## config.mk

```make
export PLATFORM = sky130hd
export DESIGN_NAME = fetch_stage
export DESIGN_NICKNAME = d
export VERILOG_FILES = /design/src/rtl/fetch_stage_pkg.sv /design/src/rtl/if_id_reg.sv /design/src/rtl/fetch_stage.sv
export SDC_FILE = /design/constraint.sdc
export NUM_CORES = 1
export LEC_CHECK = 0
export ABC_AREA = 1
export ABC_CLOCK_PERIOD_IN_PS = 4750
export BUFFER_PORTS_ARGS = -buffer_cell sky130_fd_sc_hd__buf_4
export CORE_UTILIZATION = 45
export DETAILED_ROUTE_END_ITERATION = 8
export PLACE_DENSITY_LB_ADDON = 0.15
export SYNTH_ARGS = -nofsm -noshare
export SYNTH_HDL_FRONTEND = slang
export SYNTH_HIERARCHICAL = 1
export SYNTH_SLANG_ARGS = --single-unit
```

## constraint.sdc

```tcl
create_clock -name clk -period 4.75 [get_ports clk]
set_input_delay 0 -clock clk [delete_from_list [all_inputs] [get_ports clk]]
set_output_delay 0 -clock clk [all_outputs]
set_load 0.01 [all_outputs]
```

## src/rtl/fetch_stage_pkg.sv

```systemverilog
// Shared types and constants for the instruction fetch stage.
package fetch_stage_pkg;

    localparam logic [31:0] RESET_PC_DEFAULT = 32'hBFC0_0000;

    typedef enum logic [1:0] {
        StReq  = 2'd0,
        StWait = 2'd1,
        StHold = 2'd2
    } fetch_state_e;

    // 65-bit IF/ID payload
    typedef struct packed {
        logic        valid;
        logic [31:0] instr;
        logic [31:0] pcplus4;
    } if_id_t;

    function automatic logic [31:0] pc_plus4(input logic [31:0] pc);
        return pc + 32'd4;
    endfunction

endpackage

```

## src/rtl/if_id_reg.sv

```systemverilog
// IF/ID pipeline register: stall holds everything, flush inserts a bubble.
module if_id_reg
    import fetch_stage_pkg::*;
(
    input  logic   clk_i,
    input  logic   rst_i,
    input  logic   stall_i,
    input  logic   flush_i,
    input  if_id_t d_i,
    output if_id_t q_o
);

    if_id_t ifid_q;

    always_ff @(posedge clk_i or posedge rst_i) begin
        if (rst_i) begin
            ifid_q <= '0;
        end else if (!stall_i) begin
            if (flush_i) begin
                ifid_q.valid <= 1'b0;
                ifid_q.instr <= '0;
            end else begin
                ifid_q.valid <= d_i.valid;
                // payload only moves with a real delivery
                if (d_i.valid) begin
                    ifid_q.instr   <= d_i.instr;
                    ifid_q.pcplus4 <= d_i.pcplus4;
                end
            end
        end
    end

    assign q_o = ifid_q;

endmodule

```

## src/rtl/fetch_stage.sv

```systemverilog
// Fetch stage: one outstanding request, kill on redirect, hold buffer during decode stalls.
module fetch_stage
    import fetch_stage_pkg::*;
#(
    parameter logic [31:0] RESET_PC = RESET_PC_DEFAULT
) (
    input  logic        clk,
    input  logic        rst,
    input  logic        stallD,
    input  logic        flushD,
    input  logic        pcsrcD,
    input  logic [31:0] pcbranchD,
    input  logic        jumpD,
    input  logic [31:0] pcjumpD,
    output logic        inst_req,
    output logic [31:0] inst_addr,
    input  logic        inst_addr_ok,
    input  logic        inst_data_ok,
    input  logic [31:0] inst_rdata,
    output logic [31:0] pcF,
    output logic [31:0] instrD,
    output logic [31:0] pcplus4D,
    output logic        validD,
    output logic        fetch_busy
);

    fetch_state_e state_q;
    logic [31:0]  pc_q;
    logic [31:0]  buf_q;
    logic         kill_q;

    logic         redirect;
    logic [31:0]  target;
    logic         deliver;
    if_id_t       ifid_d;
    if_id_t       ifid_q;

    assign redirect = (pcsrcD | jumpD) & validD & ~stallD;
    assign target   = jumpD ? pcjumpD : pcbranchD;

    // The word arriving alongside a redirect is the redirecting instruction's successor.
    always_comb begin
        deliver = 1'b0;
        if (!stallD && !redirect) begin
            deliver = (state_q == StHold) ||
                      ((state_q == StWait) && inst_data_ok && !kill_q);
        end
    end

    always_comb begin
        ifid_d         = '0;
        ifid_d.valid   = deliver;
        ifid_d.instr   = (state_q == StHold) ? buf_q : inst_rdata;
        ifid_d.pcplus4 = pc_plus4(pc_q);
    end

    always_ff @(posedge clk or posedge rst) begin
        if (rst) begin
            state_q <= StReq;
            pc_q    <= RESET_PC;
            kill_q  <= 1'b0;
            buf_q   <= '0;
        end else begin
            unique case (state_q)
                StReq: begin
                    if (redirect) pc_q <= target;
                    if (inst_addr_ok) begin
                        state_q <= StWait;
                        kill_q  <= redirect;
                    end
                end
                StWait: begin
                    if (inst_data_ok) begin
                        kill_q <= 1'b0;
                        if (redirect) begin
                            pc_q    <= target;
                            state_q <= StReq;
                        end else if (kill_q) begin
                            state_q <= StReq;
                        end else if (stallD) begin
                            buf_q   <= inst_rdata;
                            state_q <= StHold;
                        end else begin
                            pc_q    <= pc_plus4(pc_q);
                            state_q <= StReq;
                        end
                    end else if (redirect) begin
                        pc_q   <= target;
                        kill_q <= 1'b1;
                    end
                end
                StHold: begin
                    if (redirect) begin
                        pc_q    <= target;
                        buf_q   <= '0;
                        state_q <= StReq;
                    end else if (!stallD) begin
                        pc_q    <= pc_plus4(pc_q);
                        state_q <= StReq;
                    end
                end
                default: state_q <= StReq;
            endcase
        end
    end

    if_id_reg u_if_id_reg (
        .clk_i   (clk),
        .rst_i   (rst),
        .stall_i (stallD),
        .flush_i (flushD),
        .d_i     (ifid_d),
        .q_o     (ifid_q)
    );

    assign inst_req   = (state_q == StReq);
    assign inst_addr  = pc_q;
    assign pcF        = pc_q;
    assign instrD     = ifid_q.instr;
    assign pcplus4D   = ifid_q.pcplus4;
    assign validD     = ifid_q.valid;
    assign fetch_busy = ~deliver;

endmodule

```

==> results by group, run 1 <==
Layout
  – Final non-filler cell total: ~1700
  – Commonest non-fill, non-tap cell in the layout: nand2_1
  – FILL cells: roughly 1600
  – Synth-to-layout area growth: 34.6%
  – Fraction of layout cells with a size suffix above 1: between 20% and 30%
  – Commonest non-fill, non-tap cells in the layout: nand2_1 (450), buf_4 (243), nand3_1 (144)
  – Final #Nets: around 1500
  – Finished Cell Area: ~11000 µm²
  – Ant. Diodes: 0
  – Final core occ: approximately three fifths

GRT
  – Initial antenna violation count: 0
  – First-pass GRT wire length: approximately 41000 µm
  – Met2 capacity usage during global routing: 47.9%
  – Largest net degree at the start of global routing: 68
  – GR Layer Usage met1: about a third
  – Vias in the first global route: between 8000 and 9000
  – Total gr overflow: 0
  – Global-route usage over all layers: around 28%
  – Grt met3 use: 4.89%
  – GRT busiest layer: met2

Outcome
  – Outcome: finished, final reports clean

Logic synthesis
  – Most used flip-flop cell after synthesis: dfrtp_1
  – Synth Register Bits: between 100 and 150
  – Yosys cell types: 45
  – Post-Synthesis Cell Area: about 8000 µm²
  – Mean post-synth cell area: about 7.0 µm²
  – Syn Nets: between 1000 and 1500
  – Multiplexer area fraction after synthesis: 0%
  – Post-synth EDFFs: 0
  – Post-synthesis xor/xnor area fraction: under 10%
  – Cells after synthesis: between 1000 and 1500
  – Simple-gate share of the synthesized area: between 30% and 40%
  – Post-synthesis sequential area ratio: between 40% and 50%
  – Synth warn: 6
  – Main combinational cell family by area after synthesis: simple AND/OR/NAND/NOR gates
  – Synth Area in Adders: less than 1%
  – Async set-reset flop share out of synthesis: between 90% and 100%
  – Compound-Gate Fraction of Synth Area: under 10%

Timing
  – RSZ-0062 raised after global routing: false
  – Fin crit share: between 60% and 70%
  – Final Worst Setup Slack: 1710 ps
  – Measured slew at the worst slew-check pin: 1160 ps
  – Setup violators final: 0
  – Setup TNS: 0 ps
  – Final Hold Viols: 0
  – Relative slew slack: approximately 22%
  – Fin crit period: about 3000 ps
  – Hold WS: roughly 13 ps
  – Final Slew Violations: 0
  – Final Skew: 8.20 ps
  – Fmax: around 330 MHz

Power
  – Pwr dens: 554 nW/µm²
  – Leak: 5.86 nW
  – Final Power: slightly above 6 mW
  – Worst vdd ir: between 0.3 and 0.4 mV

Hold path
  – Hold_sp: pcjumpD[12]
  – Worst hold path class: input port to flop

Job
  – Maxcap violations: 0

CTS
  – H-tree depth: 4
  – TritonCTS Buffers: 17
  – CTS tree: done
  – CTS Buffer Depth: 2
  – CTS resizes: 0
  – Clock-pin slew on the worst setup and hold paths: ~60 ps
  – Setup bufs post-CTS: 0
  – Root Buffer: clkbuf_16
  – Post-CTS Hold Fix Bufs: 83
  – Clock sink count: approximately 130
  – Clk_lat worst skew: 430 ps

Placed design
  – Detailed Place HPWL: around 17000 µm
  – Port bufs: about 230
  – Placed instance area: a little under 10000 µm²
  – # placed instances: approximately 1500
  – Pre-CTS setup slack: about 1700 ps
  – Final Wtd Congestion: 0.905

Detailed routing
  – WL/cell: about 16 µm
  – Routed WL: approximately 26000 µm
  – DRT Pass-1 Iters: 6
  – Via density: approximately 5.1
  – DR vias: 8547
  – Drt first-iter violations: approximately 570
  – Detailed-route DRC error count: 0
  – ANT nets after route: 0

Floorplan
  – Die area: 18800 µm²
  – Top Ports: ~240
  – Core box area: 18000 µm²
  – Die extent in y: roughly 140 µm
  – Row count: 49
  – Initial core utilization: a little under half
  – Die width: 137 µm

Worst setup path
  – Worst EP required: about 5100 ps
  – CP max FO: 35
  – Kind of critical path: flop to flop
  – CP Launch Type: flop
  – Crit path from: state_q[0]$_DFFE_PP0P_
  – Worst r2r src: state_q[0]$_DFFE_PP0P_
  – Critical path capture point type: flop
  – Worst EP arrival: between 3000 and 4000 ps
==> state kept, by name, summed over array words and instances, names as in the netlist <==
name,count
u_if_id_reg/q_o,65
inst_addr,32
state_q,2
buf_q,32
kill_q,1
==> final cells by class <==
| type | count | area (µm²) | share of cell area [%] |
|---|---|---|---|
| Clock inverter | 14 | 129 | 1.16 |
| Timing Repair Buffer | 326 | 2660 | 24.0 |
| Inverter | 81 | 304 | 2.74 |
| Tap cell | 229 | 287 | 2.58 |
| Sequential cell | 132 | 3310 | 29.9 |
| Clock buffer | 18 | 439 | 3.96 |
| Multi-Input combinational cell | 860 | 3960 | 35.7 |
==> synth_stat cells, types with 2 or more instances <==
library cell / instances / area (µm²)
o21ai_1: 20 / 100
clkbuf_1: 10 / 37.5
clkbuf_2: 2 / 10.0
o221ai_1: 2 / 17.5
xor2_1: 12 / 105
nor2_1: 61 / 229
nand2_4: 3 / 33.8
dfrtp_1: 123 / 3080
nor2_2: 10 / 62.6
and3_1: 4 / 25.0
buf_6: 6 / 67.6
buf_1: 4 / 15.0
nor3_1: 7 / 35.0
buf_8: 6 / 90.1
nand2_1: 450 / 1690
o211ai_1: 3 / 22.5
o21ai_0: 76 / 380
a21oi_2: 2 / 17.5
nand3_1: 144 / 721
buf_2: 24 / 120
a21oi_1: 30 / 150
buf_4: 43 / 323
inv_2: 10 / 37.5
dfstp_2: 9 / 236
nor2_4: 3 / 33.8
or2_2: 4 / 25.0
inv_1: 71 / 267
o21bai_1: 3 / 22.5
xor2_2: 2 / 32.5
nand2_2: 6 / 37.5
ha_1: 5 / 62.6
==> path summary, 6_finish.rpt <==
path / endpoint / slack, ps / cells after the start
max in group asynchronous: inst_addr[16]$_DFFE_PP0P_ / 3720 / 4
hold / removal: inst_addr[12]$_DFFE_PP0P_ / 10 / 5
setup / recovery: u_if_id_reg/q_o[58]$_DFFE_PP0P_ / 1710 / 9
setup reg to reg: u_if_id_reg/q_o[58]$_DFFE_PP0P_ / 1710 / 9
min in group asynchronous: buf_q[24]$_DFFE_PP0P_ / 410 / 4
hold reg to reg: u_if_id_reg/q_o[3]$_DFFE_PP0P_ / 470 / 2
==> power breakdown <==
| part | leakage, nW | internal [mW] | switching (mW) |
|---|---|---|---|
| combinational | 3.84 | 1.16 | 1.69 |
| sequential | 1.74 | 1.57 | 0.446 |
| clock | 0.278 | 0.738 | 0.538 |
==> per-layer routing <==
metal,share of wire [%],vias to the layer above,wire (µm)
met5,0,-,0
met4,2.4,0,625
met3,6.7,43,1720
met2,48,333,12500
met1,42,3968,10900
li1,-,4203,-
==> kinds of logic after synthesis <==
group / Yosys count
buf+inv: 177
fa+ha+maj: 5
simple gates: 695
compound gates: 145
xor+xnor: 15
flops: 132
==> worst max-delay path: stages, from the launching register on <==
cell	delay (ps)
dfrtp_1	410
inv_1	100
ha_1	180
buf_4	370
nor2_2	160
a211oi_4	250
buf_4	340
nand2_1	720
nand3_1	300
nand2_1	70
No activity file was read; power rests on OpenSTA's default activity.
==> run 2, diff against run 1 <==
- ABC_CLOCK_PERIOD_IN_PS: 4750 -> 2810
- clock period: 4.75 -> 2.81 ns (I/O delays scaled with it)
==> results by group, run 2 (synthesized netlist as in run 1, its figures left out) <==
Outcome
  – Outcome: finished, violations left
  – Failing checks: negative hold slack

GRT
  – First-pass GRT wire length: 40500 µm
  – Vias in the first global route: roughly 8200
  – Global-route usage over all layers: ~28%
  – Total gr overflow: 0
  – Largest net degree at the start of global routing: between 40 and 50
  – Initial antenna violation count: 0

Floorplan
  – Core box area: 18000 µm²
  – Initial core utilization: 45.8%
  – Row count: slightly below 50
  – Die extent in y: 137 µm
  – Die width: roughly 140 µm
  – Die area: 18800 µm²
  – Top Ports: ~240

Worst setup path
  – CP max FO: 34
  – Critical path capture point type: flop
  – CP Launch Type: flop
  – Worst EP arrival: between 2000 and 3000 ps
  – Worst EP required: ~3100 ps
  – Kind of critical path: flop to flop

Timing
  – RSZ-0062 raised after global routing: false
  – Relative slew slack: 34.3%
  – Setup TNS: 0 ps
  – Hold WS: -8.65 ps
  – Measured slew at the worst slew-check pin: about 1000 ps
  – Fmax: 396 MHz
  – Final Hold Viols: 1
  – Fin crit share: between 80% and 90%
  – Final Skew: about 9 ps
  – Final Slew Violations: 0
  – Setup violators final: 0
  – Fin crit period: about 2500 ps
  – Final Worst Setup Slack: between 200 and 300 ps

CTS
  – TritonCTS Buffers: 17
  – Clock sink count: 132
  – H-tree depth: 4
  – Clk_lat worst skew: approximately 430 ps
  – Root Buffer: clkbuf_16
  – Setup bufs post-CTS: 0
  – Clock-pin slew on the worst setup and hold paths: roughly 60 ps
  – CTS Buffer Depth: 2
  – CTS tree: done

Detailed routing
  – Detailed-route DRC error count: 0
  – DR vias: approximately 8700
  – ANT nets after route: 0
  – Via density: a little over 5
  – Drt first-iter violations: 420
  – WL/cell: around 15 µm
  – Routed WL: around 26000 µm
  – DRT Pass-1 Iters: 5

Placed design
  – Pre-CTS setup slack: 526 ps
  – Placed instance area: just under 10000 µm²
  – Detailed Place HPWL: 17800 µm
  – Final Wtd Congestion: a little under 0.9
  – Port bufs: about 230

Power
  – Leak: between 5 and 6 nW
  – Worst vdd ir: between 0.5 and 0.6 mV
  – Pwr dens: around 930 nW/µm²
  – Final Power: 10.4 mW

Layout
  – Finished Cell Area: about 11000 µm²
  – Reg area: approximately 3300 µm²
  – Synth-to-layout area growth: 36.3%
  – FILL cells: between 1500 and 2000
  – Area occupied by multi-input gates: roughly 4000 µm²
  – Commonest non-fill, non-tap cells in the layout: nand2_1 (450), buf_4 (256), nand3_1 (144)
  – Final core occ: ~62%
  – Commonest non-fill, non-tap cell in the layout: nand2_1
  – Final #Nets: between 1500 and 2000
  – Ant. Diodes: 0
  – Max FFs per register: 65
  – Fraction of layout cells with a size suffix above 1: 23.9%

Hold path
  – Worst hold path class: input port to flop

Job
  – Maxcap violations: 0
## run 2: cell types whose count changed in the layout (fill, tap and decap cells not counted), moves of 2 or more
cell	delta
buf_4	+13
clkinv_2	-4
dlygate4sd3_1	+2
inv_6	+3
clkinv_4	-2
clkinvlp_4	+2
inv_8	+2
## run 2: layer usage
metal | global-route usage [%] | vias up | part of all wire (%)
met4 | 12.8 | 0 | 3.1
met5 | 0 | - | 0
met1 | 34.2 | 4051 | 42
met3 | 5.33 | 63 | 6.4
li1 | - | 4227 | -
met2 | 47.6 | 341 | 49
## run 2: path summary, 6_finish.rpt
kind	from	to	slack, ps	cells past startpoint
max in group asynchronous	rst	inst_addr[25]$_DFFE_PP1P_	1840	4
worst max-delay path	u_if_id_reg/q_o[64]$_DFFE_PP0N_	inst_addr[1]$_DFFE_PP0P_	290	8
worst max register to register	u_if_id_reg/q_o[64]$_DFFE_PP0N_	inst_addr[1]$_DFFE_PP0P_	290	8
min in group asynchronous	rst	u_if_id_reg/q_o[5]$_DFFE_PP0P_	200	3
worst min register to register	u_if_id_reg/q_o[2]$_DFFE_PP0P_	u_if_id_reg/q_o[2]$_DFFE_PP0P_	470	2
worst min-delay path	pcbranchD[25]	inst_addr[25]$_DFFE_PP1P_	-9	5
## run 2: final cells by class
| cell class | instances | area share, % |
|---|---|---|
| Clock buffer | 17 | 3.79 |
| Clock inverter | 15 | 1.26 |
| Inverter | 81 | 2.71 |
| Multi-Input combinational cell | 860 | 35.3 |
| Sequential cell | 132 | 29.5 |
| Tap cell | 229 | 2.55 |
| Timing Repair Buffer | 342 | 24.9 |
## run 2: per-stage QoR
stage | hold WS (ps) | std cells
4_1_cts | 3.37 | 1676
2_1_floorplan | 113 | 1169
3_3_place_gp | 111 | 1559
5_1_grt | 28.9 | 1676
6_report | -8.65 | 1676
3_5_place_dp | 108 | 1559
## run 2: power breakdown
part | total (mW) | switching (mW) | internal, mW
Sequential | 3.38 | 0.725 | 2.66
Clock | 2.14 | 0.969 | 1.17
Combinational | 4.92 | 2.90 | 2.02
## run 2: worst max-delay path: stages, from the launching register on
cell and delay (ps):
dfrtp_1 410, o21ai_4 100, nor2_8 430, nand2_4 120
inv_2 410, o21ai_0 180, dlygate4sd3_1 590, o21ai_0 90
nor2_1 70
## run 2: timing repair
action                                 4_1_cts  5_1_grt
gates resized for setup                      0        0
endpoints found under the hold margin      144        0
hold buffers                                85        0
==> run 3, diff against run 2 <==
--- a/config.mk
+++ b/config.mk
@@ -7,7 +7,8 @@
 export LEC_CHECK = 0
 export ABC_AREA = 1
-export ABC_CLOCK_PERIOD_IN_PS = 2810
+export ABC_CLOCK_PERIOD_IN_PS = 3000
 export BUFFER_PORTS_ARGS = -buffer_cell sky130_fd_sc_hd__buf_4
 export CORE_UTILIZATION = 45
+export CTS_CLUSTER_DIAMETER = 200
 export DETAILED_ROUTE_END_ITERATION = 8
 export PLACE_DENSITY_LB_ADDON = 0.15
==> constraint.sdc (replaced) <==
create_clock -name clk -period 3 [get_ports clk]
set_input_delay 0.15 -clock clk [delete_from_list [all_inputs] [get_ports clk]]
set_output_delay 0.15 -clock clk [all_outputs]
set_load 0.01 [all_outputs]
==> results by group, run 3 (synthesized netlist as in run 1, its figures left out) <==
Power
  – Seq pwr share: 33.0%
  – Switching share of power: around 44%
  – Leak: 5.62 nW
  – Net switching power: 4.26 mW
  – Worst vdd ir: 0.626 mV
  – Comb pwr share: a little under half
  – Clk pwr share: approximately 21%
  – Int Power: ~5.4 mW
  – Pwr dens: 934 nW/µm²

Timing
  – Measured slew at the worst slew-check pin: between 700 and 800 ps
  – Fin crit period: 2630 ps
  – Setup violators final: 0
  – RSZ-0062 raised after global routing: false
  – Final Skew: about 6.3 ps
  – Relative slew slack: 51.9%
  – Final Worst Setup Slack: around 370 ps
  – Fmax: between 300 and 400 MHz
  – Final Hold Viols: 0
  – Final Slew Violations: 0
  – Fin crit share: between 80% and 90%
  – Setup TNS: 0 ps

Layout
  – Max FFs per register: 65
  – Final #Nets: approximately 1500
  – Ant. Diodes: 0
  – Fraction of layout cells with a size suffix above 1: between 20% and 30%
  – Synth-to-layout area growth: 25.7%
  – Commonest non-fill, non-tap cell in the layout: nand2_1
  – Commonest non-fill, non-tap cells in the layout: nand2_1 (450), buf_4 (250), nand3_1 (144)
  – Final core occ: between 50 and 60%

Outcome
  – Outcome: finished, final reports clean

Floorplan
  – Core box area: 18000 µm²
  – Die width: between 100 and 150 µm
  – Die extent in y: 137 µm
  – Row count: 49
  – Die area: between 15000 and 20000 µm²
  – Top Ports: ~240
  – Initial core utilization: 45.8%

CTS
  – CTS resizes: 0
  – Clock sink count: roughly 130
  – H-tree depth: 4
  – TritonCTS Buffers: 17
  – CTS Buffer Depth: 2
  – Root Buffer: clkbuf_16
  – CTS tree: done
  – Clk_lat worst skew: ~430 ps
  – Clock-pin slew on the worst setup and hold paths: approximately 70 ps

Worst setup path
  – Worst EP required: around 2900 ps
  – CP top delay family: buffers and inverters
  – Critical Path Max Stage Delay: 430 ps
  – Crit-path cells: inv_1 > ha_1 > buf_4 > nor2_2 > a211oi_4 > buf_12 > inv_1 > buf_4
  – Critical path capture point type: output port
  – CP Launch Type: flop
  – CP Buf/Inv Count: 5
  – CP max FO: 38
  – CP max-delay cell: dfrtp_1
  – Worst EP arrival: 2480 ps
  – Kind of critical path: flop to output port

GRT
  – Global-route usage over all layers: a little over a quarter
  – Vias in the first global route: approximately 7700
  – Largest net degree at the start of global routing: 42
  – Total gr overflow: 0
  – First-pass GRT wire length: 38900 µm
  – Initial antenna violation count: 0

Job
  – Maxcap violations: 0

Placed design
  – Detailed Place HPWL: approximately 18000 µm
  – Final Wtd Congestion: roughly 0.93
  – Port bufs: between 200 and 250
  – Pre-CTS setup slack: ~740 ps

Detailed routing
  – ANT nets after route: 0
  – DRT Pass-1 Iters: 7
  – WL/cell: 15.5 µm
  – Drt first-iter violations: about 450
  – Routed WL: between 20000 and 25000 µm
  – Detailed-route DRC error count: 0
  – Via density: just over 5
  – DR vias: between 8000 and 9000

Hold path
  – Worst hold path class: input port to flop
run 3: cell count changes in the layout (fill, tap and decap cells not counted), sizes merged:
cell	previous run	this run
buf	257	252
clkinvlp	4	3
dlygate4sd3	85	1
inv	89	90
run 3: worst register-to-register path, cell delays in order, from the launching register on:
cell	delay, ps
dfrtp_1	430
inv_1	100
ha_1	200
buf_4	270
nor2_2	140
a211oi_4	410
buf_4	380
nand3_1	120
nand2_1	90
run 3: final timing paths:
check | start | endpoint | slack, ps | depth (start not counted)
min in group asynchronous | rst | u_if_id_reg/q_o[62]$_DFFE_PP0P_ | 360 | 4
worst min register to register | u_if_id_reg/q_o[9]$_DFFE_PP0P_ | u_if_id_reg/q_o[9]$_DFFE_PP0P_ | 470 | 2
worst min-delay path | inst_rdata[19] | buf_q[19]$_DFFE_PP0P_ | 20 | 3
worst max register to register | state_q[0]$_DFFE_PP0P_ | u_if_id_reg/q_o[28]$_DFFE_PP0P_ | 780 | 8
worst max-delay path | state_q[0]$_DFFE_PP0P_ | fetch_busy | 370 | 8
max in group asynchronous | rst | inst_addr[29]$_DFFE_PP1P_ | 1900 | 4
run 3: power groups by stage:
| stage | Clock (mW) | Combinational, mW | Sequential, mW |
|---|---|---|---|
| 6_report | 1.99 | 4.48 | 3.19 |
| 5_1_grt | 2.09 | 5.02 | 3.29 |
| 4_1_cts | 2.03 | 4.52 | 3.19 |
| 3_5_place_dp | 0 | 4.50 | 3.21 |
| 3_3_place_gp | 0 | 4.42 | 3.20 |
| 2_1_floorplan | 0 | 2.89 | 3.21 |
run 3: area by class of cell:
| type | instances | area (µm²) |
|---|---|---|
| inverters | 81 | 304 |
| well taps | 229 | 287 |
| clock inverters | 15 | 139 |
| repair buffers | 253 | 1930 |
| multi-input cells | 860 | 3960 |
| fillers | 1723 | 7610 |
| clock buffers | 17 | 425 |
| flip-flops and latches | 132 | 3310 |
run 3: per-layer routing:
| layer | track usage [%] | up-vias | share of wire (%) |
|---|---|---|---|
| met1 | 34.6 | 3862 | 43 |
| li1 | - | 4048 | - |
| met2 | 45.7 | 291 | 48 |
| met3 | 5.08 | 34 | 6.4 |
| met4 | 8.97 | 0 | 1.9 |
| met5 | 0 | - | 0 |
run 3: metrics by stage:
stage                     hold slack (ps)  cells  area, µm²  total power [mW]
after global routing                 24.3   1587      10400              10.4
after global placement                255   1554       9780              7.62
after detailed placement              260   1554       9780              7.71
after floorplan                       263   1169       8240              6.10
after CTS                            2.04   1587      10400              9.73
final                                16.2   1587      10400              9.67
run 3: repair_timing:
| action | 4_1_cts | 5_1_grt |
|---|---|---|
| hold buffers | 1 | 0 |
| setup buffers | 0 | 0 |
| endpoints found under the hold margin | 93 | 0 |
